## src/rtl/vlg_pulse_pkg.sv

```systemverilog
// Shared definitions for the vlg_pulse_gen pulse transmitter.
//   pulse_state_e : FSM state encoding (idle, pulse high phase, enforced low gap).
//   MIN_WIDTH     : the smallest pulse width the generator emits; a requested width of 0
//                   is promoted to this value.
//   eff_width()   : maps a requested width to the effective width (0 -> MIN_WIDTH).
package vlg_pulse_pkg;

  typedef enum logic [1:0] {
    ST_IDLE = 2'd0,
    ST_HIGH = 2'd1,
    ST_GAP  = 2'd2
  } pulse_state_e;

  localparam int unsigned MIN_WIDTH = 1;

  function automatic int unsigned eff_width(input int unsigned width);
    return (width == 0) ? MIN_WIDTH : width;
  endfunction

endpackage

```

## src/rtl/vlg_pulse_cnt.sv

```systemverilog
// Loadable down-counter used for both the high phase and the low gap of a pulse.
// Ports:
//   i_clk       clock, rising edge
//   i_rst_n     synchronous active-low reset, clears the count
//   i_load      load i_load_val (has priority over i_en)
//   i_load_val  value to load
//   i_en        decrement by one; the count saturates at zero and never wraps
//   o_tc        terminal count: the count currently reads 1 (last cycle of the phase)
module vlg_pulse_cnt
  import vlg_pulse_pkg::*;
#(
  parameter int unsigned CNT_BITS = 8
) (
  input  logic                i_clk,
  input  logic                i_rst_n,
  input  logic                i_load,
  input  logic [CNT_BITS-1:0] i_load_val,
  input  logic                i_en,
  output logic                o_tc
);

  logic [CNT_BITS-1:0] cnt_q;

  always_ff @(posedge i_clk) begin
    if (!i_rst_n) begin
      cnt_q <= '0;
    end else if (i_load) begin
      cnt_q <= i_load_val;
    end else if (i_en && (cnt_q != '0)) begin
      cnt_q <= cnt_q - CNT_BITS'(1);
    end
  end

  assign o_tc = (cnt_q == CNT_BITS'(MIN_WIDTH));

endmodule

```

## src/rtl/vlg_pulse_gen.sv

```systemverilog
// Pulse transmitter: turns a one-cycle trigger into a clean pulse of programmable width
// followed by a guaranteed low gap. All outputs are registered.
// Ports:
//   i_clk    clock, rising edge
//   i_rst_n  synchronous active-low reset
//   i_trig   trigger request, sampled every cycle
//   i_width  pulse high length in cycles (0 acts as 1), captured when a trigger is accepted
//   o_pulse  generated pulse
//   o_busy   high while a pulse or its low gap is in progress
//   o_done   one-cycle strobe on the first low cycle after a pulse
//   o_drop   one-cycle strobe: the previous cycle's trigger was rejected
// Build option: define VLG_PULSE_RETRIG_EN to let a trigger during the high phase reload the
// width and extend the pulse; triggers during the gap are still rejected.
module vlg_pulse_gen
  import vlg_pulse_pkg::*;
#(
  parameter int unsigned WIDTH_BITS = 8,
  parameter int unsigned GAP_CYCLES = 2
) (
  input  logic                  i_clk,
  input  logic                  i_rst_n,
  input  logic                  i_trig,
  input  logic [WIDTH_BITS-1:0] i_width,
  output logic                  o_pulse,
  output logic                  o_busy,
  output logic                  o_done,
  output logic                  o_drop
);

  // A zero-length gap still needs a legal (unused) counter width.
  localparam int unsigned GAP_BITS = (GAP_CYCLES > 0) ? $clog2(GAP_CYCLES + 1) : 1;

`ifdef VLG_PULSE_RETRIG_EN
  localparam bit RETRIG_EN = 1'b1;
`else
  localparam bit RETRIG_EN = 1'b0;
`endif

  pulse_state_e state_q;
  logic         pulse_q, busy_q, done_q, drop_q;

  logic [WIDTH_BITS-1:0] eff_w;
  logic [WIDTH_BITS-1:0] high_load_val;
  logic in_idle, in_high, in_gap;
  logic retrig, high_exit, gap_last, accept, drop_req;
  logic high_load, high_en, high_tc;
  logic gap_load, gap_en, gap_tc;

  assign eff_w = WIDTH_BITS'(eff_width(32'(i_width)));

  always_comb begin
    in_idle  = (state_q == ST_IDLE);
    in_high  = (state_q == ST_HIGH);
    in_gap   = (state_q == ST_GAP);
    retrig   = RETRIG_EN && i_trig && in_high;
    // A retrigger whose new width is 1 ends the pulse on this very edge.
    high_exit = retrig ? (eff_w == WIDTH_BITS'(MIN_WIDTH)) : high_tc;
    // The edge that ends the gap behaves like idle, so the low time is exactly GAP_CYCLES.
    gap_last = in_gap && gap_tc;
    accept   = i_trig && (in_idle || gap_last);
    drop_req = i_trig && !accept && !retrig && !in_idle;

    high_load = accept || (retrig && !high_exit);
    // On a retrigger the current edge already counts as the first of the new width.
    high_load_val = retrig ? (eff_w - WIDTH_BITS'(1)) : eff_w;
    high_en   = in_high && !retrig && !high_exit;

    gap_load = in_high && high_exit && (GAP_CYCLES != 0);
    gap_en   = in_gap && !gap_tc;
  end

  vlg_pulse_cnt #(
    .CNT_BITS (WIDTH_BITS)
  ) u_high_cnt (
    .i_clk      (i_clk),
    .i_rst_n    (i_rst_n),
    .i_load     (high_load),
    .i_load_val (high_load_val),
    .i_en       (high_en),
    .o_tc       (high_tc)
  );

  vlg_pulse_cnt #(
    .CNT_BITS (GAP_BITS)
  ) u_gap_cnt (
    .i_clk      (i_clk),
    .i_rst_n    (i_rst_n),
    .i_load     (gap_load),
    .i_load_val (GAP_BITS'(GAP_CYCLES)),
    .i_en       (gap_en),
    .o_tc       (gap_tc)
  );

  // Outputs are registered from the state, so the pulse appears one edge after acceptance.
  always_ff @(posedge i_clk) begin
    if (!i_rst_n) begin
      state_q <= ST_IDLE;
      pulse_q <= 1'b0;
      busy_q  <= 1'b0;
      done_q  <= 1'b0;
      drop_q  <= 1'b0;
    end else begin
      pulse_q <= in_high;
      busy_q  <= !in_idle;
      done_q  <= pulse_q && !in_high;
      drop_q  <= drop_req;
      case (state_q)
        ST_IDLE: if (accept) state_q <= ST_HIGH;
        ST_HIGH: if (high_exit) state_q <= (GAP_CYCLES == 0) ? ST_IDLE : ST_GAP;
        ST_GAP:  if (gap_tc) state_q <= accept ? ST_HIGH : ST_IDLE;
        default: state_q <= ST_IDLE;
      endcase
    end
  end

  assign o_pulse = pulse_q;
  assign o_busy  = busy_q;
  assign o_done  = done_q;
  assign o_drop  = drop_q;

endmodule

```

## config.mk

```make
export PLATFORM = sky130hd
export DESIGN_NAME = vlg_pulse_gen
export DESIGN_NICKNAME = d
export VERILOG_FILES = /design/src/rtl/vlg_pulse_pkg.sv /design/src/rtl/vlg_pulse_cnt.sv /design/src/rtl/vlg_pulse_gen.sv
export SDC_FILE = /design/constraint.sdc
export NUM_CORES = 1
export LEC_CHECK = 0
export ABC_AREA = 1
export CAP_MARGIN = 15
export CORE_MARGIN = 5
export CORE_UTILIZATION = 35
export CTS_CLUSTER_DIAMETER = 200
export DETAILED_ROUTE_END_ITERATION = 8
export GPL_TIMING_DRIVEN = 0
export MAX_ROUTING_LAYER = met4
export PLACE_DENSITY = 0.54
export SETUP_SLACK_MARGIN = 0.1
export SLEW_MARGIN = 20
export SYNTH_ARGS = -nofsm -noshare
export SYNTH_HDL_FRONTEND = slang
export SYNTH_SLANG_ARGS = --single-unit
```

## constraint.sdc

```tcl
create_clock -name i_clk -period 1.66 [get_ports i_clk]
set_input_delay 0.166 -clock i_clk [delete_from_list [all_inputs] [get_ports i_clk]]
set_output_delay 0.166 -clock i_clk [all_outputs]
set_load 0.02 [all_outputs]
```

* Word-level counts from Yosys, hierarchy flattened
Index checks and enable logic that the tools add are counted.
Word-level totals: bits in registers 16, input port bits 11, word-level logic and storage cells 52
Cells by class: add/sub/neg operators 2, mux-type cells 10, equal/unequal tests 7, bitwise logic cells 1, reductions and logical operators 24
Operators by type and width (number):
- two-way mux 8 bit | 3
- logical AND 1 bit | 10
- two-way mux 2 bit | 5
- == test 8 x 1 -> 1 bit (second input constant) | 1
- logical NOT 8 bit | 1
- nonzero test 8 bit | 1
- subtractor 8 x 1 -> 8 bit (second input constant) | 1
- inequality test 2 x 1 -> 1 bit (second input constant) | 3
- one-hot mux 2 bit (3 select lines) | 1
- nonzero test 2 bit | 3
- logical NOT 1 bit | 5
- == test 2 x 1 -> 1 bit (second input constant) | 2
- AND reduction 3 bit | 1
- == test 2 bit (second input constant) | 1
- logical NOT 2 bit | 1
- OR reduction 2 bit | 1
- subtractor 2 x 1 -> 2 bit (second input constant) | 1
- logical OR 1 bit | 1
- two-way mux 1 bit | 1
- inverter 1 bit | 1

* Depth between registers and ports, before layout
word-level depth 7, gate-level depth with buffers 13, depth with buffers taken out 13

* Hierarchy
A second synthesis with hierarchy kept.
Second synthesis, totals: cell total of the unflattened synthesis 176, area, all modules 1066.0 sq um
By module, submodules not included:
- vlg_pulse_cnt (u_high_cnt) | area each 618.1 sq um, times used 1, cells each 106
- vlg_pulse_gen | area each 299.0 sq um, times used 1, cells each 45
- vlg_pulse_cnt (u_gap_cnt) | area each 148.9 sq um, times used 1, cells each 25

* Worst setup path before layout
No wires, ideal clock.
path kind flip-flop to flip-flop, start register u_gap_cnt.cnt_q[0], end register u_high_cnt.cnt_q[3], library setup time 0.132 ns, arrival time 1.185 ns, path slack 0.343 ns, stages on the path, launching flop included 12, path buffers 1, required time 1.528 ns, path through dfxtp_1 ha_1 inv_1 nand2_1 nand2_2 nor2_4 inv_4 buf_6 nand2_1 nand2_1 nand2_1 a21oi_1
Between the ends: longest elaborated chain between the ends 5
RTL lines:
- start: declaration | RTL line vlg_pulse_cnt.sv:22 | logic [CNT_BITS-1:0] cnt_q;
- start signal: assignment | RTL line vlg_pulse_cnt.sv:28 | cnt_q <= i_load_val;
- start signal: assignment | RTL line vlg_pulse_cnt.sv:30 | cnt_q <= cnt_q - CNT_BITS'(1);
- == test 2 x 1 -> 1 bit (*) | RTL line vlg_pulse_cnt.sv:34 | assign o_tc = (cnt_q == CNT_BITS'(MIN_WIDTH));
- logical AND 1 bit (*) | RTL line vlg_pulse_gen.sv:59 | gap_last = in_gap && gap_tc;
- logical OR 1 bit (*) | RTL line vlg_pulse_gen.sv:60 | accept = i_trig && (in_idle || gap_last);
- logical AND 1 bit (*) | RTL line vlg_pulse_gen.sv:60
- two-way mux 8 bit or nonzero test 2 bit (tied branches)
- end signal: assignment | RTL line vlg_pulse_cnt.sv:28
- end signal: assignment | RTL line vlg_pulse_cnt.sv:30
- end: declaration | RTL line vlg_pulse_cnt.sv:22
Every way passes the cells marked *; elsewhere a longest branch is shown, timed or not. A chain may end at the register's enable or synchronous reset.

* Worst setup path in the final report
start register u_gap_cnt.cnt_q[1], end register u_high_cnt.cnt_q[3]
Same word-level chain as after synthesis.

==> results.yml <==
setup_path:
  cpMaxStageDelayCell: "dfxtp_2"
  crit_arrival_ps: 1620
  cp-end-kind: "flip-flop"
  reg2reg_from: "u_gap_cnt.cnt_q[1]$_SDFFE_PN0P_"
  cp.required_ps: 1820
  slowest_delay_ps: 340
  startpoint_type: "flip-flop"
  reg2reg_depth: 12
  crit_fanout: 10
  r2r_slack_ps: 190
  r2r-end: "u_high_cnt.cnt_q[3]$_SDFFE_PN0P_"
  path_class: "flip-flop to flip-flop"
  worstPathCellList: "inv_2 > ha_4 > inv_1 > nand2_2 > nand2_2 > nor2_4 > inv_4 > buf_8 > nand2_1 > nand2_1 > nand2_1 > a21oi_1"
  crit_top_cell: "nand2_1"
synthesis:
  synth.distinct_cells: 24
  ys_warn_count: 0
  synth_flop_cell: "dfxtp_1"
  ys_top_cells_by_area: "dfxtp_1 (32%), nand2_1 (14%), nor2_1 (10%)"
  synth_nets: 166
  async_reset_ff_frac: 0
  syn-cell-area_um2: 995
  synth_largest_area_cell: "dfxtp_1"
  synth-edff-count: 0
  synthCells: 150
  ys_seq_area_frac: 0.322
  syn_area_per_cell_um2: 6.63
  yosysTopAreaCellShare: 0.322
  ys_ff_latch: 16
layout:
  fin_cells: 202
  diodes: 0
  design_area_mm2: 0.00125
  synthToLayoutAreaGrowth_pct: 26.2
  drive_gt1_frac: 0.175
  finalNetCount: 188
power:
  clkPwrFrac: 0.205
  combPwrFrac: 0.421
  p_sw_frac: 0.392
  power_density_mw_per_mm2: 1040
  p_leak_nw: 0.578
  p_seq_frac: 0.374
  cell_internal_pwr_mw: 0.791
  ir_drop_uv: 554
  p_sw_mw: 0.509
floorplan:
  fp-row-count: 19
  core-area_mm2: 0.00273
  start_util: 0.364
  ios: 15
  die_area_mm2: 0.00401
  die_w_um: 63.3
  die_y_um: 63.3
min_path:
  hold_class: "input pin to flip-flop"
  min_from: "i_trig"
  holdPathStages: 3
  min_to: "o_drop$_SDFF_PN0_"
placement:
  dp_hpwl_um: 1770
  place_area_mm2: 0.00117
  place_inst: 195
  port_buffers: 14
  gp_congestion: 0.844
detailed_routing:
  wl_per_cell_um: 11.2
  drc: 0
  final_antenna_net_count: 0
  drtIter0Drc: 16
  drt-pass1-iter-count: 4
  drt-vias-per-instance: 4.65
  wl_um: 2260
  route.vias.total: 940
outcome:
  run_status: "finished, final reports clean"
timing:
  setup_tns_ps: 0
  hold_viol: 0
  drv_slew: 0
  period_minus_slack_ps: 1470
  post-route-period-util: 0.883
  setup_viol: 0
  whs_ps: 425
  grt_setup_unrepaired: "yes"
  fin_skew_ps: 3.02
  fmax_mhz: 682
  worst_slew_pin_slew_ps: 484
  relSlewSlack: 0.678
cts:
  tritoncts: "yes"
  cts_max_path_buffers: 2
  clk_pin_slew_ps: 100
  cts_buffers: 3
  cts_sinks: 16
  cts_hold_buf: 0
  cts-root-buf: "clkbuf_4"
  clk_latency_ps: 290
  cts_htree_levels: 1
global_routing:
  grt_max_degree: 11
  grt_use_total: 0.129
  grt_pass1_vias: 902
  grt_overflow_total: 0
  grt_pass1_wl_um: 3980
  antenna_found_initial: 0
flow_run:
  drv_cap: 0
-- cells in the mapped netlist, types with 2 or more instances --
cell type / number
nor2_4: 2
o21ai_1: 2
nand4_1: 2
a21oi_1: 5
nand3_1: 11
inv_2: 3
dfxtp_1: 16
nand2_1: 37
nor3_2: 2
ha_1: 5
nand2_2: 4
inv_1: 19
nor2_1: 27
nor3_1: 2
xor2_1: 4
-- flip-flops by register name (all words and copies together), names as in the netlist --
register	cells
o_drop	1
u_high_cnt.cnt_q	8
state_q	2
o_done	1
o_pulse	1
o_busy	1
u_gap_cnt.cnt_q	2
-- metal layers --
layer  wire [µm]  vias up  track usage  part of all wire
met5           0        -            -                 0
met4          32        0       0.0390             0.014
met3          58        5       0.0302             0.026
met2        1120        9        0.208              0.49
met1        1050      418        0.159              0.46
li1            -      508            -                 -
-- repair_timing --
action / CTS / global route
endpoints found under the setup margin: 0 / 8
resized for setup: 0 / 9
setup buffers: 0 / 3
-- worst max-delay path, delay by kind of cell (launching register included) --
kind / cells / cell delay (ps)
and+or+nand+nor: 6 / 480
AOI/OAI and AO/OA: 1 / 60
DFF: 1 / 340
buffers and inverters: 4 / 330
adders and majority gates: 1 / 110
-- layout make-up --
cell class              instances  area (µm²)
fillers                       270        1480
multi-input cells             109         586
flip-flops and latches         16         324
repair buffers                 17         163
inverters                      23        88.8
well taps                      31        38.8
clock buffers                   4        36.3
plain buffers                   2        18.8
-- worst max path at each step --
| stage | from | end | slack, ps | cells after the start |
|---|---|---|---|---|
| global placement | i_trig | u_high_cnt.cnt_q[3]$_SDFFE_PN0P_ | 160 | 9 |
| global route | u_gap_cnt.cnt_q[1]$_SDFFE_PN0P_ | u_high_cnt.cnt_q[3]$_SDFFE_PN0P_ | 60 | 12 |
| finish | u_gap_cnt.cnt_q[1]$_SDFFE_PN0P_ | u_high_cnt.cnt_q[3]$_SDFFE_PN0P_ | 190 | 12 |
| CTS | u_gap_cnt.cnt_q[0]$_SDFFE_PP0P_ | u_high_cnt.cnt_q[3]$_SDFFE_PN0P_ | 150 | 11 |
| floorplan | u_gap_cnt.cnt_q[0]$_SDFFE_PP0P_ | u_high_cnt.cnt_q[3]$_SDFFE_PN0P_ | 340 | 11 |
| detailed placement | i_trig | u_high_cnt.cnt_q[3]$_SDFFE_PN0P_ | 150 | 9 |
-- power by group through the flow --
stage | logic (mW) | registers [mW] | clock network (mW)
floorplan | 0.410 | 0.487 | 0
global placement | 0.528 | 0.490 | 0
detailed placement | 0.532 | 0.492 | 0
CTS | 0.537 | 0.483 | 0.280
global route | 0.634 | 0.496 | 0.303
finish | 0.548 | 0.486 | 0.267
-- metrics by stage --
step           total power, mW  setup slack [ps]  utilization
3_3_place_gp              1.02               164        0.429
6_report                  1.30               195        0.459
2_1_floorplan            0.897               343            -
5_1_grt                   1.43              55.2        0.459
4_1_cts                   1.30               145        0.443
3_5_place_dp              1.02               153        0.429
-- layout by cell type (no fill, tap or decap), drive strengths merged --
cell type,Yosys,final
nand3,12,12
xor2,4,4
dfxtp,16,16
a21oi,5,5
nor3,4,4
ha,5,5
or2,1,1
buf,1,4
nand2,42,42
clkbuf,1,5
clkdlybuf4s50,0,14
o21ai,3,3
nand4,2,2
inv,23,23
a31oi,1,1
nor2,30,30
-- cell families (layout without fill, tap and decap cells) --
group	Yosys count	in the layout	share of synthesized area
and+or+nand+nor	91	91	0.429
AOI/OAI and AO/OA	9	9	0.0465
xor gates and xnor gates	4	4	0.0352
buffers and inverters	25	46	0.104
adders and majority gates	5	5	0.0629
DFF	16	16	0.322
Power figures use the tool's default switching activity.
